File: config.mk
export PLATFORM = sky130hd
export DESIGN_NAME = alu_seq_ctrl
export DESIGN_NICKNAME = d
export VERILOG_FILES = /design/src/rtl/alu_pkg.sv /design/src/rtl/alu_timeout_cnt.sv /design/src/rtl/alu_seq_ctrl.sv
export SDC_FILE = /design/constraint.sdc
export NUM_CORES = 1
export LEC_CHECK = 0
export CORE_AREA = 2 2 64 66
export CTS_CLUSTER_DIAMETER = 40
export CTS_CLUSTER_SIZE = 20
export DETAILED_ROUTE_END_ITERATION = 6
export DIE_AREA = 0 0 66 68
export GPL_TIMING_DRIVEN = 1
export SLEW_MARGIN = 20
export SYNTH_ARGS = -nofsm -noshare
export SYNTH_HDL_FRONTEND = slang
export SYNTH_SLANG_ARGS = --single-unit
File: constraint.sdc
create_clock -name clk -period 4.5 [get_ports clk]
set_input_delay 0.675 -clock clk [delete_from_list [all_inputs] [get_ports clk]]
set_output_delay 0.675 -clock clk [all_outputs]
set_load 0.05 [all_outputs]
File: src/rtl/alu_pkg.sv
// Shared definitions for the 3-bit ALU sequencing controller:
// opcodes, one-hot unit enables and FSM state encoding.
package alu_pkg;

  localparam logic [1:0] OP_ADD = 2'b00;
  localparam logic [1:0] OP_SUB = 2'b01;
  localparam logic [1:0] OP_MUL = 2'b10;
  localparam logic [1:0] OP_RSV = 2'b11;

  localparam logic [3:0] INIT_NONE = 4'b0000;
  localparam logic [3:0] INIT_ADD  = 4'b0001;
  localparam logic [3:0] INIT_SUB  = 4'b0010;
  localparam logic [3:0] INIT_MUL  = 4'b0100;

  typedef enum logic [2:0] {
    IDLE,
    EXEC,
    SETTLE,
    WAIT_MULT,
    FAULT,
    DONE
  } state_e;

  // Reserved opcode maps to no unit at all.
  function automatic logic [3:0] op_to_init(input logic [1:0] op);
    logic [3:0] r;
    case (op)
      OP_ADD:  r = INIT_ADD;
      OP_SUB:  r = INIT_SUB;
      OP_MUL:  r = INIT_MUL;
      default: r = INIT_NONE;
    endcase
    return r;
  endfunction

endpackage

File: src/rtl/alu_timeout_cnt.sv
// Loadable saturating up-counter with synchronous clear and a
// terminal-count flag; clear has priority over load over count.
module alu_timeout_cnt #(
  parameter int              CW   = 5,
  parameter logic [CW-1:0]   TERM = '1
) (
  input  logic          clk,
  input  logic          rst,
  input  logic          clr,
  input  logic          load,
  input  logic [CW-1:0] load_val,
  input  logic          en,
  output logic          term
);

  logic [CW-1:0] cnt_q;
  logic [CW-1:0] cnt_d;

  // Next count: clear, load, or increment while below all-ones.
  always_comb begin
    cnt_d = cnt_q;
    if (clr) begin
      cnt_d = '0;
    end else if (load) begin
      cnt_d = load_val;
    end else if (en && (cnt_q != '1)) begin
      cnt_d = cnt_q + CW'(1);
    end
  end

  // Count register.
  always_ff @(posedge clk or posedge rst) begin
    if (rst) cnt_q <= '0;
    else     cnt_q <= cnt_d;
  end

  assign term = (cnt_q == TERM);

endmodule

File: src/rtl/alu_seq_ctrl.sv
// Sequencer between switches/button and the ALU datapath: latches
// operands, enables one unit, waits, and registers result for display.
module alu_seq_ctrl
  import alu_pkg::*;
#(
  parameter int W            = 3,
  parameter int MULT_TIMEOUT = 16
) (
  input  logic           clk,
  input  logic           rst,
  input  logic           start,
  input  logic [W-1:0]   portA,
  input  logic [W-1:0]   portB,
  input  logic [1:0]     opcode,
  input  logic [W:0]     sal_suma,
  input  logic [W:0]     sal_resta,
  input  logic           sresta,
  input  logic [2*W-1:0] sal_mult,
  input  logic           mult_done,
  output logic [W-1:0]   op_a,
  output logic [W-1:0]   op_b,
  output logic [3:0]     init,
  output logic [2*W-1:0] result,
  output logic           signo,
  output logic           busy,
  output logic           done,
  output logic           err
);

  localparam int            CW       = $clog2(MULT_TIMEOUT) + 1;
  localparam logic [CW-1:0] TMO_TERM = CW'(MULT_TIMEOUT - 1);

  state_e         state_q, state_d;
  logic [W-1:0]   op_a_q, op_a_d;
  logic [W-1:0]   op_b_q, op_b_d;
  logic [1:0]     op_q, op_d;
  logic [2*W-1:0] result_q, result_d;
  logic           signo_q, signo_d;
  logic           err_q, err_d;
  logic           tmo_term;

  // Counter only runs while waiting on the multiplier; it is
  // held at zero otherwise so each wait starts from a clean count.
  alu_timeout_cnt #(
    .CW   (CW),
    .TERM (TMO_TERM)
  ) u_tmo (
    .clk      (clk),
    .rst      (rst),
    .clr      (state_q != WAIT_MULT),
    .load     (1'b0),
    .load_val ('0),
    .en       (state_q == WAIT_MULT),
    .term     (tmo_term)
  );

  // State register.
  always_ff @(posedge clk or posedge rst) begin
    if (rst) state_q <= IDLE;
    else     state_q <= state_d;
  end

  // Next-state logic; mult_done beats a simultaneous timeout.
  always_comb begin
    state_d = state_q;
    unique case (state_q)
      IDLE: if (start) state_d = EXEC;
      EXEC: begin
        unique case (op_q)
          OP_ADD:  state_d = SETTLE;
          OP_SUB:  state_d = SETTLE;
          OP_MUL:  state_d = WAIT_MULT;
          default: state_d = FAULT;
        endcase
      end
      SETTLE: state_d = DONE;
      WAIT_MULT: begin
        if (mult_done)     state_d = DONE;
        else if (tmo_term) state_d = FAULT;
      end
      FAULT:   state_d = DONE;
      DONE:    state_d = IDLE;
      default: state_d = IDLE;
    endcase
  end

  // Moore outputs decoded from the current state.
  always_comb begin
    init = INIT_NONE;
    busy = (state_q != IDLE);
    done = (state_q == DONE);
    unique case (state_q)
      EXEC:      init = op_to_init(op_q);
      SETTLE:    init = op_to_init(op_q);
      WAIT_MULT: init = INIT_MUL;
      default:   init = INIT_NONE;
    endcase
  end

  // Operand latch and result/sign/error capture.
  always_comb begin
    op_a_d   = op_a_q;
    op_b_d   = op_b_q;
    op_d     = op_q;
    result_d = result_q;
    signo_d  = signo_q;
    err_d    = err_q;
    unique case (state_q)
      IDLE: begin
        if (start) begin
          op_a_d = portA;
          op_b_d = portB;
          op_d   = opcode;
          err_d  = 1'b0;
        end
      end
      SETTLE: begin
        if (op_q == OP_SUB) begin
          result_d = {{(W-1){1'b0}}, sal_resta};
          signo_d  = sresta;
        end else begin
          result_d = {{(W-1){1'b0}}, sal_suma};
          signo_d  = 1'b0;
        end
      end
      WAIT_MULT: begin
        if (mult_done) begin
          result_d = sal_mult;
          signo_d  = 1'b0;
        end
      end
      FAULT: begin
        result_d = '0;
        signo_d  = 1'b0;
        err_d    = 1'b1;
      end
      default: ;
    endcase
  end

  // Datapath-facing registers.
  always_ff @(posedge clk or posedge rst) begin
    if (rst) begin
      op_a_q   <= '0;
      op_b_q   <= '0;
      op_q     <= OP_ADD;
      result_q <= '0;
      signo_q  <= 1'b0;
      err_q    <= 1'b0;
    end else begin
      op_a_q   <= op_a_d;
      op_b_q   <= op_b_d;
      op_q     <= op_d;
      result_q <= result_d;
      signo_q  <= signo_d;
      err_q    <= err_d;
    end
  end

  assign op_a   = op_a_q;
  assign op_b   = op_b_q;
  assign result = result_q;
  assign signo  = signo_q;
  assign err    = err_q;

endmodule

* Word-level counts from Yosys, hierarchy flattened *
Cells that the tools add are included.
Widths: inputs -> output; s select.

storage, ports and cells
  bits in registers = 24
  output and inout port bits = 20
  input port bits = 27

cells by class
  muxes and demuxes = 17
  reductions and logical operators = 14
  equal/unequal tests = 13
  add/sub/neg operators = 1

operators with widths
  kind                 count
  $pmux 6 s3           1
  $pmux 3 s4           1
  $mux 5               2
  $mux 3               3
  $pmux 3 s3           1
  $pmux 4 s2           1
  $reduce_and 2->1     4
  $eq 3x2->1 const B   2
  $eq 3x3->1 const B   2
  $mux 6               1
  $pmux 3 s2           1
  $reduce_bool 3->1    2
  $reduce_or 2->1      3
  $add 5x1->5 const B  1
  $eq 5x4->1 const B   1
  $ne 5x5->1 const B   1
  $mux 4               1
  $ne 2x2->1 const B   2
  $reduce_bool 2->1    2
  $eq 3x1->1 const B   1
  $logic_not 3->1      1
  $mux 1               3
  $ne 3x2->1 const B   1
  $ne 3x3->1 const B   1
  other kinds (6)      6

* Logic depth before layout (Yosys ltp) *
  depth after elaboration = 4
  gate-level depth with buffers = 6
  depth with buffers taken out = 6

* Cells and area by module *
From an unflattened synthesis, not the netlist that was laid out.

unflattened totals
  cells, all modules = 136
  area total of the unflattened synthesis = 1353.8 um2

by module, submodules not included
  module           area an instance (um2)  instances  seq. area each (um2)  cells each
  alu_seq_ctrl     1038.5                  1          475.5                 102
  alu_timeout_cnt  315.3                   1          125.1                 34

* Least setup slack after synthesis *
Ideal clock, no wire load.

  path kind = reg-to-output
  start = register state_q[2]
  end = output port init[0]
  path slack = 2143 ps
  path buffers = 2
  stages on the path, launching flop included = 5
  data arrival time = 1682 ps
  path through = dfrtp_1 buf_4 clkbuf_1 or3_1 nor2_1

on the way
  word-level cells in the longest chain between the ends = 3
  elaborated cells on any way between the ends = 5
  classes of those cells = eq/ne: 3; mux: 1; reduce/logical: 1

RTL lines
  element                                   line                RTL
  from (decl)                               alu_seq_ctrl.sv:33  state_e state_q, state_d;
  from (signal assigned)                    alu_seq_ctrl.sv:60  else state_q <= state_d;
  $eq 3x2->1 or $eq 3x1->1 (tied branches)  alu_seq_ctrl.sv:92  unique case (state_q)
  $reduce_or 2->1 (no line)                 --
  $pmux 4 s2 (*)                            alu_seq_ctrl.sv:92
  to (decl)                                 alu_seq_ctrl.sv:22  output logic [3:0] init,

Mark *: on every way between the ends. The rest lies on a longest branch, timed or not.

* Worst setup path after layout *
  start = register state_q[1]
  end = output port init[1]

The elaborated chain is that of the path after synthesis.

==> flow_metrics.py <==
metrics = {
    "status": {
        "run_status": "completed",
    },
    "synthesis": {
        "synth.area.top_cells": "sky130_fd_sc_hd__dfrtp_1, sky130_fd_sc_hd__mux2_2, sky130_fd_sc_hd__nor2_1, sky130_fd_sc_hd__a22o_1, sky130_fd_sc_hd__ha_1",
        "synthesis.instances": 120,
        "synthesis.nets": 150,
        "netlist_area_um2": 1280,
        "ys_warn_count": 0,
        "synth.avg_cell_area_um2": 10.7,
        "netlist.top_cell.by_area": "sky130_fd_sc_hd__dfrtp_1",
        "synth_ff_type": "sky130_fd_sc_hd__dfrtp_1",
        "ys_types": 34,
        "asyncSetResetFlopFracSynth": 1.00,
        "yosysTopAreaCellShare": 0.470,
        "synth-edff-count": 0,
        "synth.ff_latch_count": 24,
        "seq_area_frac_synth": 0.470,
    },
    "detailed_routing": {
        "maxUsedRoutingLayer": "met4",
        "ant_nets": 0,
        "vias": 1010,
        "first_pass_iters": 3,
        "dr_wl_met3_um": 107,
        "first_iter_violations": 37,
        "finalWirelength_um": 2830,
        "met2_layer_wire_length_in_the_routed_design_um": 1440,
        "detail_route.wl_per_cell_um": 13.3,
        "met1_wire_length_um": 1210,
        "viasPerCell": 4.74,
        "detail_route.drc_violations": 0,
    },
    "timing": {
        "period_utilization_post_route": 0.658,
        "timing.final.hold_violations": 0,
        "worst_pin_slew_ns": 0.897,
        "number_of_endpoints_failing_setup_at_the_final_stage": 0,
        "top_achievable_clock_speed_ghz": 0.338,
        "worst_clock_skew_ns": 0.00280,
        "setup_total_negative_slack_ns": 0,
        "period_needed_ns": 2.96,
        "grt_setup_unrepaired": "no",
        "timing.hold.ws_ns": 0.514,
        "final_max_slew_viol_count": 0,
        "worst_slew_margin_rel": 0.401,
    },
    "pwr": {
        "power.combinational.fraction": 0.587,
        "clock_power_frac": 0.112,
        "power_per_cell_area_nw_per_um2": 736,
        "net-switching-power_w": 0.000643,
        "p_leak_nw": 0.771,
        "switching_share": 0.483,
        "internal_power_consumption_w": 0.000689,
        "power_frac_seq": 0.301,
        "ir_drop_uv": 271,
    },
    "worst_setup_path": {
        "cp_max_fo": 18,
        "setup.worst_path.start_class": "flop",
        "cp_data_arrival_time_ns": 2.28,
        "worst_setup_path_end_kind": "primary output",
        "worst_path_max_delay_cell": "sky130_fd_sc_hd__clkdlybuf4s50_1",
        "timing.critical_path.cells": "xnor2_1 > or3_1 > nor2_1 > clkdlybuf4s50_1",
        "critPathRequiredTime_ns": 3.83,
        "worst-setup-path-type": "reg2out",
        "critical-path-max-stage-delay_ns": 0.80,
    },
    "grt": {
        "grt_util_all_layers": 0.138,
        "maximum_number_of_pins_on_one_net_before_global_route_repair": 25,
        "antenna_violations_before_repair": 0,
        "global_route_wire_length_before_repair_um": 4710,
        "grt_pass1_vias": 1013,
        "grt_overflow_total": 0,
    },
    "clock_network": {
        "count_of_hold_fix_buffers_inserted_at_cts": 0,
        "cts_buffers": 3,
        "clockRootBuffer": "sky130_fd_sc_hd__clkbuf_8",
        "cts.sink_count": 24,
        "cts_tree": "done",
        "clkTransAtPathRegs_ns": 0.09,
        "worst_case_clock_buffer_depth": 2,
        "cts_setup_buffers": 0,
        "clk_latency_ns": 0.27,
        "cts_repair_resize_count": 0,
        "cts-htree-levels": 1,
    },
    "layout": {
        "layout.core_utilization": 0.469,
        "final_cell_mix": "sky130_fd_sc_hd__clkdlybuf4s50_1, sky130_fd_sc_hd__dfrtp_1, sky130_fd_sc_hd__nor2_1",
        "layout_commonest_cell": "sky130_fd_sc_hd__clkdlybuf4s50_1",
        "drive_above_1_share": 0.123,
        "fin_area_um2": 1810,
        "antenna_cells": 0,
        "area_growth_syn_to_layout_pct": 41.5,
        "nNetsFinal": 194,
    },
    "placement": {
        "routabilityCongestion": 0.835,
        "portBuffers": 45,
        "area_post_placement_um2": 1750,
        "dpl.hpwl_um": 2140,
    },
    "floorplanning": {
        "total_core_area_um2": 3860,
        "core.rowCount": 23,
        "die_x_um": 66,
        "io-pin-count": 47,
        "floorplan.initialDensity": 0.332,
        "floorplan.die_area_um2": 4490,
        "die_height_um": 68,
    },
    "min_path": {
        "holdCritPathClass": "reg2reg",
    },
    "job": {
        "timing.max_cap.violations": 0,
    },
}
## critical path, delay by kind of cell (launching register included)
kind                   cells  cell delay (ns)
buffers and inverters      1             0.80
flip-flops                 1             0.56
AND/OR/NAND/NOR            2             0.45
XOR/XNOR                   1             0.19
## state kept, by name, indices dropped and copies added (netlist names)
name         cells
result           6
u_tmo.cnt_q      5
op_a             3
op_b             3
state_q          3
op_q             2
err              1
signo            1
## stage by stage
stage,std cells,setup slack [ns],power [W]
3_5_place_dp,209,1.83,0.00119
3_3_place_gp,209,1.87,0.00118
2_1_floorplan,120,2.14,0.000962
6_report,213,1.54,0.00133
5_1_grt,213,1.39,0.00142
4_1_cts,213,1.52,0.00135
## synth_stat cells (all sizes together), types with 2 or more instances
library cell,n
a22oi,4
nand4b,2
inv,6
o21ai,6
buf,3
or3,2
clkbuf,3
xnor2,3
a21oi,7
a22o,5
mux2,11
ha,3
nand2,6
xor2,2
nor2,15
dfrtp,24
and3b,2
nor2b,4
## power by group through the flow
stage / registers, W / clock network, W / logic, W
6_report: 0.000401 / 0.000149 / 0.000781
5_1_grt: 0.000424 / 0.000160 / 0.000835
4_1_cts: 0.000403 / 0.000153 / 0.000790
3_5_place_dp: 0.000406 / 0 / 0.000787
3_3_place_gp: 0.000397 / 0 / 0.000781
2_1_floorplan: 0.000560 / 0 / 0.000402
## logic make-up (layout without fill, tap and decap cells)
family / after synthesis / count (layout) / synth area share
compound gates: 27 / 27 / 0.146
other cells: 1 / 1 / 0.00293
flops: 24 / 24 / 0.470
buf+inv: 12 / 55 / 0.0470
xor+xnor: 5 / 5 / 0.0343
mux: 12 / 12 / 0.105
simple gates: 36 / 36 / 0.166
fa+ha+maj: 3 / 3 / 0.0294
## cell type report
cell class | instances | area [µm²]
sequential | 24 | 601
tap | 50 | 62.6
inverter | 6 | 22.5
clock buffer | 4 | 55.1
timing repair buffer | 45 | 450
multi-input combinational | 84 | 618
fill | 390 | 2050
## routing by layer
layer | vias to the layer above | track usage
li1 | 504 | -
met2 | 23 | 0.225
met3 | 7 | 0.0296
met5 | - | 0
met1 | 476 | 0.177
met4 | 0 | 0.0638
## worst paths after layout
check / to / slack, ns / from / cells past startpoint
min in group asynchronous: op_a[1] / 0.89 / rst / 2
setup reg to reg: result[3] / 2.81 / state_q[2] / 4
hold reg to reg: err / 0.51 / err / 1
setup / recovery: init[1] / 1.54 / state_q[1] / 4
hold / removal: err / 0.51 / err / 1
max in group asynchronous: state_q[0] / 3.06 / rst / 2
Note: power is estimated with default switching activity, not from simulation.
